<file path="config.mk">
export PLATFORM = sky130hd
export DESIGN_NAME = decode_issue_stage
export DESIGN_NICKNAME = d
export VERILOG_FILES = /design/src/rtl/rv32_pkg.sv /design/src/rtl/imm_gen.sv /design/src/rtl/decode_issue_stage.sv
export SDC_FILE = /design/constraint.sdc
export NUM_CORES = 1
export LEC_CHECK = 0
export BUFFER_PORTS_ARGS = -buffer_cell sky130_fd_sc_hd__buf_2
export CAP_MARGIN = 20
export CORE_AREA = 2 2 159 161
export DETAILED_ROUTE_END_ITERATION = 7
export DIE_AREA = 0 0 161 163
export PLACE_DENSITY = 0.58
export REMOVE_ABC_BUFFERS = 1
export SLEW_MARGIN = 10
export SYNTH_ARGS = -nofsm -noshare
export SYNTH_HDL_FRONTEND = slang
export SYNTH_SLANG_ARGS = --single-unit
</file>
<file path="constraint.sdc">
create_clock -name clk -period 10.29 [get_ports clk]
set_clock_uncertainty 0.2 [all_clocks]
set_input_delay 1.5435 -clock clk [delete_from_list [all_inputs] [get_ports clk]]
set_output_delay 1.5435 -clock clk [all_outputs]
set_load 0.02 [all_outputs]
</file>
<file path="src/rtl/rv32_pkg.sv">
// RV32I opcode constants, immediate-format selection and per-opcode operand/writeback classification.
package rv32_pkg;

    localparam int unsigned ILEN   = 32;
    localparam int unsigned REG_W  = 5;
    localparam int unsigned OPC_W  = 7;

    localparam logic [OPC_W-1:0] OP     = 7'b0110011;
    localparam logic [OPC_W-1:0] OP_IMM = 7'b0010011;
    localparam logic [OPC_W-1:0] LOAD   = 7'b0000011;
    localparam logic [OPC_W-1:0] STORE  = 7'b0100011;
    localparam logic [OPC_W-1:0] BRANCH = 7'b1100011;
    localparam logic [OPC_W-1:0] JAL    = 7'b1101111;
    localparam logic [OPC_W-1:0] JALR   = 7'b1100111;
    localparam logic [OPC_W-1:0] LUI    = 7'b0110111;
    localparam logic [OPC_W-1:0] AUIPC  = 7'b0010111;

    typedef enum logic [2:0] {
        IMM_NONE,
        IMM_I,
        IMM_S,
        IMM_B,
        IMM_U,
        IMM_J
    } imm_type_e;

    typedef struct packed {
        logic rs1_used;
        logic rs2_used;
        logic writes_rd;
        logic is_load;
    } op_class_t;

    function automatic imm_type_e imm_type(input logic [OPC_W-1:0] opcode);
        imm_type_e t;
        case (opcode)
            OP_IMM, LOAD, JALR: t = IMM_I;
            STORE:              t = IMM_S;
            BRANCH:             t = IMM_B;
            LUI, AUIPC:         t = IMM_U;
            JAL:                t = IMM_J;
            default:            t = IMM_NONE;
        endcase
        return t;
    endfunction

    // Unknown opcodes still read rs1 (conservative for hazards) but never write rd.
    function automatic op_class_t op_class(input logic [OPC_W-1:0] opcode);
        op_class_t c;
        c.rs1_used  = !(opcode inside {LUI, AUIPC, JAL});
        c.rs2_used  = opcode inside {OP, STORE, BRANCH};
        c.writes_rd = opcode inside {OP, OP_IMM, LOAD, JAL, JALR, LUI, AUIPC};
        c.is_load   = (opcode == LOAD);
        return c;
    endfunction

endpackage

</file>
<file path="src/rtl/imm_gen.sv">
// Combinational RV32I immediate extraction, sign-extended to XLEN.
module imm_gen
    import rv32_pkg::*;
#(
    parameter int unsigned XLEN = 32
) (
    input  logic [ILEN-1:0] instr,
    output logic [XLEN-1:0] imm_c
);

    logic [ILEN-1:0] imm32;

    always_comb begin
        imm32 = '0;
        case (imm_type(instr[6:0]))
            IMM_I:   imm32 = {{20{instr[31]}}, instr[31:20]};
            IMM_S:   imm32 = {{20{instr[31]}}, instr[31:25], instr[11:7]};
            IMM_B:   imm32 = {{19{instr[31]}}, instr[31], instr[7], instr[30:25], instr[11:8], 1'b0};
            IMM_U:   imm32 = {instr[31:12], 12'b0};
            IMM_J:   imm32 = {{11{instr[31]}}, instr[31], instr[19:12], instr[20], instr[30:21], 1'b0};
            default: imm32 = '0;
        endcase
    end

    assign imm_c = XLEN'($signed(imm32));

endmodule

</file>
<file path="src/rtl/decode_issue_stage.sv">
// RV32I decode/issue: operand forwarding, load-use interlock and the ID/EX pipeline register.
module decode_issue_stage
    import rv32_pkg::*;
#(
    parameter int unsigned     XLEN     = 32,
    parameter logic [XLEN-1:0] RESET_PC = '0
) (
    input  logic             clk,
    input  logic             rst,
    input  logic             id_valid,
    input  logic [ILEN-1:0]  id_instr,
    input  logic [XLEN-1:0]  id_pc,
    input  logic             flush,
    input  logic             stall_in,
    output logic             stall_out,
    output logic [REG_W-1:0] rf_rs1,
    output logic [REG_W-1:0] rf_rs2,
    input  logic [XLEN-1:0]  rf_r1,
    input  logic [XLEN-1:0]  rf_r2,
    input  logic [REG_W-1:0] ex_fwd_rd,
    input  logic             ex_fwd_wen,
    input  logic             ex_fwd_load,
    input  logic [XLEN-1:0]  ex_fwd_data,
    input  logic [REG_W-1:0] mem_fwd_rd,
    input  logic             mem_fwd_wen,
    input  logic [XLEN-1:0]  mem_fwd_data,
    input  logic [REG_W-1:0] wb_rd,
    input  logic             wb_wen,
    input  logic [XLEN-1:0]  wb_data,
    output logic             ex_valid,
    output logic [XLEN-1:0]  ex_pc,
    output logic [XLEN-1:0]  ex_op1,
    output logic [XLEN-1:0]  ex_op2,
    output logic [XLEN-1:0]  ex_imm,
    output logic [REG_W-1:0] ex_rd,
    output logic [OPC_W-1:0] ex_opcode,
    output logic [2:0]       ex_funct3,
    output logic             ex_funct7b5,
    output logic             ex_is_load
);

    logic [OPC_W-1:0]           opcode;
    op_class_t                  cls;
    logic [1:0][REG_W-1:0]      src_idx;
    logic [1:0][XLEN-1:0]       src_rf;
    logic [1:0][XLEN-1:0]       opnd_c;
    logic [XLEN-1:0]            imm_c;
    logic                       hz_c;

    assign opcode     = id_instr[6:0];
    assign cls        = op_class(opcode);
    assign rf_rs1     = id_instr[19:15];
    assign rf_rs2     = id_instr[24:20];
    assign src_idx[0] = id_instr[19:15];
    assign src_idx[1] = id_instr[24:20];
    assign src_rf[0]  = rf_r1;
    assign src_rf[1]  = rf_r2;

    imm_gen #(.XLEN(XLEN)) u_imm_gen (
        .instr (id_instr),
        .imm_c (imm_c)
    );

    // Youngest producer wins; a load still in EX has no data yet and is covered by the interlock.
    always_comb begin
        opnd_c = '0;
        for (int i = 0; i < 2; i++) begin
            if (src_idx[i] == '0)
                opnd_c[i] = '0;
            else if (ex_fwd_wen && !ex_fwd_load && ex_fwd_rd == src_idx[i])
                opnd_c[i] = ex_fwd_data;
            else if (mem_fwd_wen && mem_fwd_rd == src_idx[i])
                opnd_c[i] = mem_fwd_data;
            else if (wb_wen && wb_rd == src_idx[i])
                opnd_c[i] = wb_data;
            else
                opnd_c[i] = src_rf[i];
        end
    end

    assign hz_c = id_valid && ex_fwd_load && ex_fwd_wen && (ex_fwd_rd != '0) &&
                  ((cls.rs1_used && src_idx[0] == ex_fwd_rd) ||
                   (cls.rs2_used && src_idx[1] == ex_fwd_rd));

    assign stall_out = stall_in | (hz_c & ~flush);

    // ID/EX register: flush > stall_in > load-use bubble > capture.
    always_ff @(posedge clk or posedge rst) begin
        if (rst) begin
            ex_valid    <= 1'b0;
            ex_pc       <= RESET_PC;
            ex_op1      <= '0;
            ex_op2      <= '0;
            ex_imm      <= '0;
            ex_rd       <= '0;
            ex_opcode   <= '0;
            ex_funct3   <= '0;
            ex_funct7b5 <= 1'b0;
            ex_is_load  <= 1'b0;
        end else if (flush) begin
            ex_valid   <= 1'b0;
            ex_rd      <= '0;
            ex_is_load <= 1'b0;
        end else if (!stall_in) begin
            if (hz_c) begin
                ex_valid   <= 1'b0;
                ex_rd      <= '0;
                ex_is_load <= 1'b0;
            end else begin
                ex_valid    <= id_valid;
                ex_pc       <= id_pc;
                ex_op1      <= opnd_c[0];
                ex_op2      <= opnd_c[1];
                ex_imm      <= imm_c;
                ex_rd       <= cls.writes_rd ? id_instr[11:7] : '0;
                ex_opcode   <= opcode;
                ex_funct3   <= id_instr[14:12];
                ex_funct7b5 <= id_instr[30];
                ex_is_load  <= cls.is_load;
            end
        end
    end

endmodule

</file>
==> out/results.tsv <==
metric	value	unit
status	finished clean	
CP endpoint kind	primary output	
cell internal pwr	0.00113	W
crit path DAT	3220	ps
GP Congestion	0.854	
max_cap viols	0	
CTS sink cnt	146	
cell mode on critical path	buf_2	
non-filler cells, final	1550	
Worst path slowest cell	or3_4	
clk slew on worst S/H paths	60	ps
I/O Buffers	404	
nets	1452	
buffer count from post-CTS setup fixing	0	
Core Box Area	0.0247	sq mm
ys async rst share	1.00	
Clock Latency Late Sink	410	ps
most frequent cell after synthesis	nand2_1	
PD cells	157	mW/mm^2
Root Buffer	clkbuf_16	
critical path type	primary input to primary output	
switch share	0.323	
WP buf/inv	2	
worst vdd ir	0.0697	mV
most frequent cells after synthesis	197 x nand2_1, 146 x dfrtp_1, 64 x mux2i_1, 61 x o21ai_0, 48 x nor2_1	
area grow syn2layout	34.0	%
top cell family by delay on the critical path	simple AND/OR/NAND/NOR gates	
hold path depth	2	
Slew HR	0.392	
drt initial violations	573	
post-route ant nets	0	
RSZ-0062 raised after global routing	no	
Worst Reg-to-Reg Cells	2	
Initial Utilization	0.323	
crit path cell chain	buf_2 > and3b_1 > and3_1 > or3_4 > o21a_1 > o21bai_1 > buf_2	
Peak Freq	201	MHz
initial antenna violation count	5	
die height	163	um
synth top area cells	dfrtp_1 46%, nand2_1 9.3%, mux2i_1 8.0%	
die area	0.0262	sq mm
reg2reg setup slack	9220	ps
Hold Path Class	register to register	
Layout Utilization	0.432	
first-pass GRT wire length	43.4	mm
TritonCTS Buffers	17	
Worst Min Path Start	ex_imm[10]	
fin area	0.0107	sq mm
Distinct cells, synth	49	
hold buffers post-CTS	0	
Synth Flop Type	dfrtp_1	
global route overflow	0	
WP depth	7	
vias in the first global route	7659	
post-route minimum period	4970	ps
clock power share	0.366	
Netlist Area Pre-Place	0.00796	sq mm
Worst R2R Start	ex_op2[6]	
Post-CTS Resized	0	
Post-synth EDFFs	0	
actual slew at the worst max-slew pin	912	ps
dpl cells	1515	
WHS Endpoint	ex_imm[10]	
CP Launch Point	id_instr[3]	
largest net degree at the start of global routing	92	
CP startpoint kind	primary input	
M1 GR Usage	0.264	
Ys Warns	0	
worst reg2reg path endpoint	ex_op2[6]	
Critical Path RT	8550	ps
Hold Vio Cnt, Final	0	
I/O pins	405	
Setup-failing EPs final	0	
CTS tree	done	
die width	161	um
Flop pwr share	0.403	
Synth top area share	0.459	
final period utilization	0.483	
Bufs on Longest Clock Path	2	
Via density	5.06	
max incr delay on CP	490	ps
GRT met2 Usage	0.360	
crit path max fanout	15	
Mapped Cells	854	
#FFs+latches synth	146	
largest area contributor in the netlist	dfrtp_1	
drt pass-1 iters	7	
WL per Instance	18.5	um
leakage power	5.74	nW
Core Rows	58	
hpwl dp	20.6	mm
Via Count	7840	
Remaining DRCs	0	
Comb power frac	0.231	
H-tree depth	4	
Placed Area	0.0101	sq mm
NetSw	0.000539	W
layout cells sized above 1	0.384	
Syn Area/Cell	9.32	sq um
setup TNS	0	ps
sequential area share after synthesis	0.459	
DRT Wirelength	28.6	mm
Pins Over Slew Limit	0	
Most Used Layer, Global Route	met2	
Total GRT Usage	0.214	
met3 usage	0.0632	
## state kept, by name, indices dropped and copies added (netlist names)
name and cells:
ex_is_load 1, ex_funct7b5 1, ex_valid 1, ex_funct3 3, ex_op2 32, ex_opcode 7
ex_rd 5, ex_pc 32, ex_op1 32, ex_imm 32
## final cells by class
cell class                      count  area, sq um
Timing Repair Buffer              416         2120
Fill cell                        2540        14000
Clock buffer                       17          425
Tap cell                          330          413
Multi-Input combinational cell    620         3880
Sequential cell                   146         3650
Inverter                            3         16.3
Clock inverter                     15          148
Antenna cell                        3         7.51
## layer usage
metal	vias to the layer above	routed length, um
met5	-	13
met4	2	571
met3	34	2470
met2	359	13800
met1	3712	11800
li1	3733	-
## worst register-to-register path, stage by stage, from the launching register on
cell	delay (ps)
dfrtp_1	400
a22o_1	220
a21o_1	150
## through the flow
| stage | setup WS, ps | power [W] | hold WS, ps |
|---|---|---|---|
| 2_1_floorplan | 4620 | 0.000890 | 383 |
| 3_3_place_gp | 5360 | 0.00107 | 245 |
| 3_5_place_dp | 5340 | 0.00107 | 255 |
| 4_1_cts | 5330 | 0.00169 | 269 |
| 5_1_grt | 5230 | 0.00176 | 288 |
| 6_report | 5320 | 0.00167 | 261 |
## power groups by stage
stage | combinational, W | clock (W) | sequential, W
finish | 0.000386 | 0.000611 | 0.000673
global route | 0.000420 | 0.000657 | 0.000680
CTS | 0.000391 | 0.000631 | 0.000673
detailed placement | 0.000391 | 0 | 0.000681
global placement | 0.000387 | 0 | 0.000681
floorplan | 0.000127 | 0 | 0.000762
## cells by family (layout without fill, tap and decap cells)
kind of cell | Yosys count | count (layout) | synth area share
other | 0 | 3 | 0
AO/OA/AOI/OAI | 234 | 234 | 0.214
XOR/XNOR | 30 | 30 | 0.0330
AND/OR/NAND/NOR | 291 | 291 | 0.154
buffers and inverters | 88 | 451 | 0.0585
flip-flops | 146 | 146 | 0.459
multiplexers | 65 | 65 | 0.0819
## worst max path at each step
stage                               to  slack, ps
after CTS                    stall_out       5330
after floorplan           ex_funct3[0]       4620
after detailed placement     stall_out       5340
after global routing         stall_out       5230
final                        stall_out       5320
after global placement       stall_out       5360
## layout by cell type, fill, tap and decap left out, drive strengths merged, types with 2 or more instances in the layout
| cell | netlist | routed |
|---|---|---|
| a211oi | 33 | 33 |
| a21o | 32 | 32 |
| a21oi | 22 | 22 |
| a221o | 32 | 32 |
| a221oi | 4 | 4 |
| a22o | 38 | 38 |
| and2 | 2 | 2 |
| and3 | 4 | 4 |
| buf | 55 | 416 |
| clkbuf | 30 | 17 |
| clkinv | 0 | 4 |
| clkinvlp | 0 | 2 |
| dfrtp | 146 | 146 |
| diode | 0 | 3 |
| inv | 3 | 11 |
| mux2i | 64 | 64 |
| nand2 | 197 | 197 |
| nand2b | 2 | 2 |
| nand3 | 13 | 13 |
| nor2 | 48 | 48 |
| nor2b | 3 | 3 |
| nor3 | 4 | 4 |
| nor4 | 5 | 5 |
| o21a | 2 | 2 |
| o21ai | 62 | 62 |
| or2 | 3 | 3 |
| or4 | 3 | 3 |
| xnor2 | 9 | 9 |
| xor2 | 21 | 21 |
Note: power is estimated with default switching activity, not from simulation.
